**src/rtl/stepper_ctrl.sv**
```systemverilog
// Bipolar stepper motor controller: timed half/full-step phase sequencing
// with PWM coil drive, step counting, abort and optional holding torque.
module stepper_ctrl #(
    parameter int DIV_W = 24,
    parameter int CNT_W = 16,
    parameter int PWM_W = 8
) (
    input  logic             CLK,
    input  logic             RST_N,
    input  logic             start,
    input  logic             dir,
    input  logic             half,
    input  logic [CNT_W-1:0] steps,
    input  logic [DIV_W-1:0] period,
    input  logic [PWM_W-1:0] duty,
    input  logic             hold,
    input  logic             abort,
    output logic             INA,
    output logic             INA2,
    output logic             INB,
    output logic             INB2,
    output logic             busy,
    output logic             done,
    output logic [2:0]       phase,
    output logic [CNT_W-1:0] steps_left
);

    typedef enum logic {IDLE, RUN} state_t;

    state_t           state, state_next;
    logic             dir_l, half_l;
    logic [DIV_W-1:0] period_l, div_cnt;
    logic [PWM_W-1:0] duty_l, pwm_cnt;
    logic             tick, done_next, accept;
    logic [2:0]       step_amt, phase_next;
    logic             coil_a, coil_a2, coil_b, coil_b2, pwm_on, drive_en;

    always_comb begin
        state_next = state;
        done_next  = 1'b0;
        accept     = 1'b0;
        tick       = (state == RUN) && (div_cnt == period_l);
        case (state)
            IDLE: begin
                if (start) begin
                    if (steps != '0) begin
                        state_next = RUN;
                        accept     = 1'b1;
                    end else begin
                        done_next = 1'b1;
                    end
                end
            end
            RUN: begin
                if (abort) begin
                    state_next = IDLE;
                end else if (tick && steps_left == CNT_W'(1)) begin
                    state_next = IDLE;
                    done_next  = 1'b1;
                end
            end
            default: state_next = IDLE;
        endcase
    end

    // Full steps move between odd (two-coil) phases; an even phase first aligns by one.
    always_comb begin
        step_amt   = (half_l || !phase[0]) ? 3'd1 : 3'd2;
        phase_next = dir_l ? (phase + step_amt) : (phase - step_amt);
    end

    always_ff @(posedge CLK or negedge RST_N) begin
        if (!RST_N) begin
            state      <= IDLE;
            done       <= 1'b0;
            phase      <= 3'd0;
            steps_left <= '0;
            div_cnt    <= '0;
            pwm_cnt    <= '0;
            duty_l     <= '0;
            period_l   <= '0;
            dir_l      <= 1'b0;
            half_l     <= 1'b0;
        end else begin
            state   <= state_next;
            done    <= done_next;
            pwm_cnt <= pwm_cnt + PWM_W'(1);
            if (accept) begin
                dir_l      <= dir;
                half_l     <= half;
                steps_left <= steps;
                period_l   <= period;
                duty_l     <= duty;
                div_cnt    <= '0;
            end else if (state == RUN && !abort) begin
                if (tick) begin
                    div_cnt    <= '0;
                    phase      <= phase_next;
                    steps_left <= steps_left - CNT_W'(1);
                end else begin
                    div_cnt <= div_cnt + DIV_W'(1);
                end
            end
        end
    end

    always_comb begin
        coil_a  = (phase == 3'd5) || (phase == 3'd6) || (phase == 3'd7);
        coil_a2 = (phase == 3'd1) || (phase == 3'd2) || (phase == 3'd3);
        coil_b  = (phase == 3'd3) || (phase == 3'd4) || (phase == 3'd5);
        coil_b2 = (phase == 3'd7) || (phase == 3'd0) || (phase == 3'd1);
    end

    assign busy     = (state == RUN);
    assign pwm_on   = (pwm_cnt < duty_l);
    assign drive_en = busy || hold;
    assign INA      = drive_en && pwm_on && coil_a;
    assign INA2     = drive_en && pwm_on && coil_a2;
    assign INB      = drive_en && pwm_on && coil_b;
    assign INB2     = drive_en && pwm_on && coil_b2;

endmodule
```
**config.mk**
```make
export PLATFORM = sky130hd
export DESIGN_NAME = stepper_ctrl
export DESIGN_NICKNAME = d
export VERILOG_FILES = /design/src/rtl/stepper_ctrl.sv
export SDC_FILE = /design/constraint.sdc
export NUM_CORES = 1
export LEC_CHECK = 0
export BUFFER_PORTS_ARGS = -buffer_cell sky130_fd_sc_hd__buf_2
export CORE_ASPECT_RATIO = 0.75
export CORE_MARGIN = 2
export CORE_UTILIZATION = 61
export CTS_CLUSTER_SIZE = 14
export DETAILED_ROUTE_END_ITERATION = 10
export PLACE_DENSITY_LB_ADDON = 0.15
export SYNTH_ARGS = -nofsm -noshare
export SYNTH_HDL_FRONTEND = slang
export SYNTH_SLANG_ARGS = --single-unit
```
**constraint.sdc**
```tcl
create_clock -name CLK -period 6.6 [get_ports CLK]
set_input_delay 0.33 -clock CLK [delete_from_list [all_inputs] [get_ports CLK]]
set_output_delay 0.33 -clock CLK [all_outputs]
set_load 0.02 [all_outputs]
```
==> results of run 1 <==
[sequential cells by signal, summed over array words and instances, names as in the netlist]
name / cells
div_cnt: 24
period_l: 24
duty_l: 8
done: 1
half_l: 1
dir_l: 1
pwm_cnt: 8
busy: 1
steps_left: 16
phase: 3
[metrics by stage]
step | power [mW] | setup slack (ns) | utilization [%] | hold WS, ns | cell area [um^2]
after floorplan | 0.849 | 3.83 | - | 0.0344 | 4590
after CTS | 1.33 | 3.61 | 72.1 | 0.147 | 5260
after global routing | 1.40 | 3.48 | 72.1 | 0.144 | 5260
after global placement | 0.949 | 3.84 | 69.4 | 0.466 | 5060
final | 1.32 | 3.60 | 72.1 | 0.160 | 5260
after detailed placement | 0.958 | 3.75 | 69.4 | 0.481 | 5060
[power by group]
part	internal, mW	switching, mW	leakage [nW]
logic	0.110	0.176	1.31
clock network	0.183	0.187	0.0944
registers	0.601	0.0640	1.11
[area by class of cell]
| type | instances | area [um^2] |
|---|---|---|
| Timing Repair Buffer | 82 | 420 |
| Multi-Input combinational cell | 376 | 2260 |
| Tap cell | 101 | 126 |
| Sequential cell | 87 | 2180 |
| Clock inverter | 5 | 58.8 |
| Clock buffer | 10 | 138 |
| Fill cell | 607 | 2040 |
| Inverter | 21 | 78.8 |
[layer usage]
layer	up-vias	routed length [um]	global-route usage, %
li1	1886	-	-
met1	1897	4970	38.6
met2	121	4940	44.0
met3	10	782	8.37
met4	0	99	7.03
met5	-	0	0
[path summary, 6_finish.rpt]
kind,slack [ns],cells after the start,to
worst max-delay path,3.60,6,INB
worst min-delay path,0.16,1,steps_left[9]
worst max register to register,3.71,7,steps_left[7]
worst min register to register,0.49,2,duty_l[0]
max in group asynchronous,5.76,1,phase[1]
min in group CLK,0.16,3,period_l[17]
[Yosys cell counts (11+ instances only)]
cell type,n
nand3_1,16
ha_1,11
nand2_1,112
nor4_1,17
inv_1,21
clkbuf_1,14
dfrtp_1,87
nor3_1,11
o21ai_0,26
nand4_1,12
xor2_1,22
xnor2_1,26
nor2_1,34
[worst max-delay path, cell delays in order, from the launching register on]
cell       delay (ns)
dfrtp_1          0.44
ha_1             0.32
and3_1           0.19
a221oi_1         0.32
a21boi_0         0.25
a2111oi_0        0.54
buf_2            0.26
[logic make-up after synthesis]
logic type / Yosys count / synth area share, %
adder cells (fa/ha/maj): 12 / 3.44
buffers and inverters: 41 / 3.49
multiplexers: 2 / 0.491
flip-flops: 87 / 47.5
AO/OA/AOI/OAI: 75 / 11.1
XOR/XNOR: 48 / 9.17
AND/OR/NAND/NOR: 239 / 24.8
==> run metrics, run 1 <==
HPWL after DPL=7660 um; Num CTS Buffers=9; port buffer count=79; WL final=10800 um; Worst EP arrival=2.67 ns; Setup TNS=0 ns; initial antenna violation count=0; top-level I/O count=80; non-filler cells in the finished layout=682; ratio of cells with drive above 1 in the final layout=18.9%; antenna viol nets, final=0; clk sink count=87; # diodes=0; Worst Path Max Fanout=4; Mapped Area=4590 um^2; DRC viols=0; type of origin of the critical path=flip-flop; Worst-Margin Slew=1.06 ns; Layout Nets=644; H-tree levels=3; critical path type=flip-flop to primary output; Initial Util=between 60% and 70%; Setup Skew=0.0102 ns; post-synthesis async set-or-reset flop share=100%; vias in the first global route=3886; GR Overflow Total=0; Placed Cells=667; Final setup viols=0; Gate Count Post-Synth=504; Peak Freq=between 300 and 400 MHz; RSZ-0062 raised after global routing=false; DR pass1 iterations=5; commonest non-fill, non-tap cells in the layout=nand2_1 (112), dfrtp_1 (87), buf_2 (78), nor2_1 (34); global-route wire length before repair=18200 um; Unique masters post-synth=between 50 and 60; CTS Hold Buffers Added=0; GRT Util Overall=28.0%; post_cts resized=0; sequential share of the synthesized area=47.5%; VDD IR max=0.131 mV; Max-slew headroom=29.0%; Clock Latency Late Sink=0.35 ns; core region area=approximately 7300 um^2; Clock transition at path regs=0.09 ns; Syn Area/Cell=roughly 9.1 um^2; CP startpoint=pwm_cnt[5]; # rows=27; Clock Tree Buf Depth=2; endpoint type of the worst setup path=primary output; minimum clock period=3.00 ns; Reg2Reg Launch Point=div_cnt[19]; DRT iter0 DRCs=around 230; commonest non-fill, non-tap cell in the layout=nand2_1; post-synthesis register bit count=87; leading area contributor after synthesis=dfrtp_1; Die Wd=104 um; synth top area cells=dfrtp_1 (47%), nand2_1 (9.2%), xnor2_1 (5.0%); Final Max Slew Viols=0; number of synthesized flops with an enable pin=0; Via Count=a little under 4k; CTS root buf=clkbuf_8; max-cap violations=0; RePlAce Congestion=0.969; final period utilization=45.5%; worst hold-check path type=primary input to asynchronous set/reset pin; largest net degree at the start of global routing=between 80 and 90; Setup Fix Bufs, Post-CTS=0; full die area=8230 um^2; run status=finished clean; Syn Nets=571; final hold viol count=0; Die Ht=79.1 um; routed len/inst=about 16 um; Leak=roughly 2.5 nW; top-area cell type share of the netlist area=47.5%; dominant synthesized flop cell=dfrtp_1; CTS tree=done; power density cells=about 250 nW/um^2; vias per cell=5.74; Yosys warnings=0; synthesis-to-finish area growth=14.7%; required time at the worst-slack endpoint=6.27 ns
Note: power is estimated with default switching activity, not from simulation.
==> inputs of run 2 (changes only) <==
--- a/config.mk
+++ b/config.mk
@@ -5,10 +5,11 @@
 export SDC_FILE = /design/constraint.sdc
 export NUM_CORES = 1
 export LEC_CHECK = 0
+export ABC_AREA = 1
 export BUFFER_PORTS_ARGS = -buffer_cell sky130_fd_sc_hd__buf_2
 export CORE_ASPECT_RATIO = 0.75
 export CORE_MARGIN = 2
-export CORE_UTILIZATION = 61
+export CORE_UTILIZATION = 58
 export CTS_CLUSTER_SIZE = 14
 export DETAILED_ROUTE_END_ITERATION = 10
 export PLACE_DENSITY_LB_ADDON = 0.15
==> constraint.sdc (replaced) <==
create_clock -name CLK -period 3 [get_ports CLK]
set_input_delay 0.15 -clock CLK [delete_from_list [all_inputs] [get_ports CLK]]
set_output_delay 0.15 -clock CLK [all_outputs]
set_load 0.02 [all_outputs]
==> run 2 against run 1 <==
Compared with the run above: register-to-register slack got worse by 2.9 ns; routed wire length rose by 44%; via count increased by 40%; final area increased by 20%; sequential share of layout area is 6.9 points lower; count of clock-buffer cells in the layout is 1 higher; die area is 25% higher; critical path type is now flip-flop to flip-flop; cell count increased by 49%; combinational power grew to 5.0 times the previous value; clock power increased to 3.1 times the previous value; largest cell class unchanged; setup slack got worse by 2.8 ns.
==> run metrics, run 2 <==
top-level I/O count=80; Setup Fix Bufs, Post-CTS=0; antenna viol nets, final=0; Stages on worst setup path=6; Worst Path Max Fanout=55; post_cts resized=0; run status=finished clean; Critical Path, Cell by Cell=nor2_1 > nand2_2 > inv_2 > buf_4 > nand2_1 > o21ai_0; Worst-Margin Slew=around 0.86 ns; vias in the first global route=5056; global-route wire length before repair=25100 um; vias per cell=5.39; Max-slew headroom=42.5%; minimum clock period=2.22 ns; final period utilization=73.9%; sequential share of the synthesized area=39.7%; leading area contributor after synthesis=dfrtp_1; Crit path max-delay family=buffers and inverters; number of synthesized flops with an enable pin=0; critical path type=flip-flop to flip-flop; Final Max Slew Viols=0; GRT Util Overall=31.9%; synthesis-to-finish area growth=15.2%; Num CTS Buffers=9; CTS tree=done; fillers=813; Layout Nets=948; most frequent cells after synthesis=nand2_1 (282), nor2_1 (92), inv_1 (89); WL final=15600 um; commonest non-fill, non-tap cells in the layout=nand2_1 (282), nor2_1 (92), inv_1 (89), dfrtp_1 (87), buf_2 (78); worst hold-check path type=primary input to flip-flop; post-synthesis register bit count=87; max-cap violations=0; synth top area cells=dfrtp_1 (40%), nand2_1 (19%), nor2_1 (6.3%); Clock transition at path regs=0.07 ns; DRT iter0 DRCs=606; post-synthesis async set-or-reset flop share=100%; endpoint type of the worst setup path=flip-flop; CP max stage delay=0.70 ns; CTS Hold Buffers Added=4; GR Overflow Total=0; clk sink count=87; dominant synthesized flop cell=dfrtp_1; Peak Freq=451 MHz; reg2reg path depth=6; Reg2Reg Launch Point=busy; Gate Count Post-Synth=804; DR pass1 iterations=6; final hold viol count=0; hold path cells=3; RePlAce Congestion=1.04; # rows=30; Clock Latency Late Sink=0.35 ns; Final setup viols=0; ratio of cells with drive above 1 in the final layout=13.8%; top-area cell type share of the netlist area=39.7%; Worst EP arrival=2.47 ns; Via Count=5470; biggest regs=div_cnt x24, period_l x24, steps_left x16; WHS Endpoint=duty_l[1]; total power=4.19 mW; hold path start=duty[1]; Die Wd=116 um; Unique masters post-synth=31; largest net degree at the start of global routing=62; Crit path buffers/inverters=2; # diodes=0; Setup Skew=0.00872 ns; Mapped Area=5480 um^2; Initial Util=between 60% and 70%; Syn Area/Cell=roughly 7 um^2; initial antenna violation count=0; required time at the worst-slack endpoint=3.26 ns; CTS root buf=clkbuf_16; power density cells=664 nW/um^2; worst reg2reg endpoint=period_l[20]; Setup TNS=0 ns; Leak=3.38 nW; port buffer count=79; commonest non-fill, non-tap cell in the layout=nand2_1; H-tree levels=3; type of origin of the critical path=flip-flop; Die Ht=88.2 um; reg2reg setup slack=approximately 0.78 ns; HPWL after DPL=11400 um; routed len/inst=~15 um; Yosys warnings=0; dominant cell by count in the synthesized netlist=nand2_1; VDD IR max=about 0.42 mV; Clock Tree Buf Depth=2; RSZ-0062 raised after global routing=false; Syn Nets=871; DRC viols=0; full die area=10300 um^2; core region area=9120 um^2; crit path max-delay cell type=inv_2
## run 2: tightest hold or removal path, cell delays in order
cell	delay, ns
buf_2	0.08
nand2_1	0.04
o21ai_0	0.05
## run 2: area by class of cell
class | instances | area, um^2 | share of cell area, %
Clock buffer | 11 | 243 | 3.84
Multi-Input combinational cell | 598 | 2830 | 44.9
Inverter | 96 | 360 | 5.71
Clock inverter | 5 | 57.6 | 0.912
Timing Repair Buffer | 89 | 483 | 7.65
Sequential cell | 87 | 2180 | 34.5
Tap cell | 128 | 160 | 2.54
## run 2: power breakdown
group          total, mW  internal, mW  switching, mW  leakage [nW]
Combinational       1.42         0.502          0.920          2.11
Sequential          1.62          1.38          0.235          1.12
Clock               1.15         0.669          0.482         0.149
## run 2: cell families (layout without fill, tap and decap cells)
family / after synthesis / count (layout) / share of synthesized area, %
xor gates and xnor gates: 32 / 32 / 5.11
and+or+nand+nor: 493 / 493 / 38.1
AOI/OAI and AO/OA: 61 / 61 / 5.64
adders and majority gates: 12 / 12 / 2.88
DFF: 87 / 87 / 39.7
buffers and inverters: 119 / 201 / 8.61
## run 2: layer usage
metal / vias up / share of wire [%] / routed length, um / track usage [%]
met5: - / 0 / 0 / 0
met4: 0 / 1.0 / 155 / 8.87
met3: 17 / 8.9 / 1390 / 8.17
met2: 211 / 44 / 6790 / 47.5
met1: 2563 / 47 / 7250 / 46.2
li1: 2679 / - / - / -
## run 2: stage by stage
| stage | cells | setup WS, ns | area (um^2) | hold WS (ns) | utilization (%) |
|---|---|---|---|---|---|
| after CTS | 1014 | 0.774 | 6310 | 0.00278 | 69.2 |
| after floorplan | 804 | 1.45 | 5480 | -0.146 | - |
| after detailed placement | 994 | 0.804 | 5970 | 0.294 | 65.5 |
| after global routing | 1014 | 0.530 | 6310 | 0.0123 | 69.2 |
| final | 1014 | 0.784 | 6310 | 0.0133 | 69.2 |
| after global placement | 994 | 0.950 | 5970 | 0.286 | 65.5 |
## run 2: how the worst max path moves through the flow
| stage | start | end | slack (ns) |
|---|---|---|---|
| finish | busy | period_l[20] | 0.78 |
| detailed placement | busy | period_l[19] | 0.80 |
| global route | busy | period_l[19] | 0.53 |
| floorplan | busy | div_cnt[17] | 1.45 |
| global placement | busy | period_l[17] | 0.95 |
| CTS | busy | period_l[17] | 0.77 |
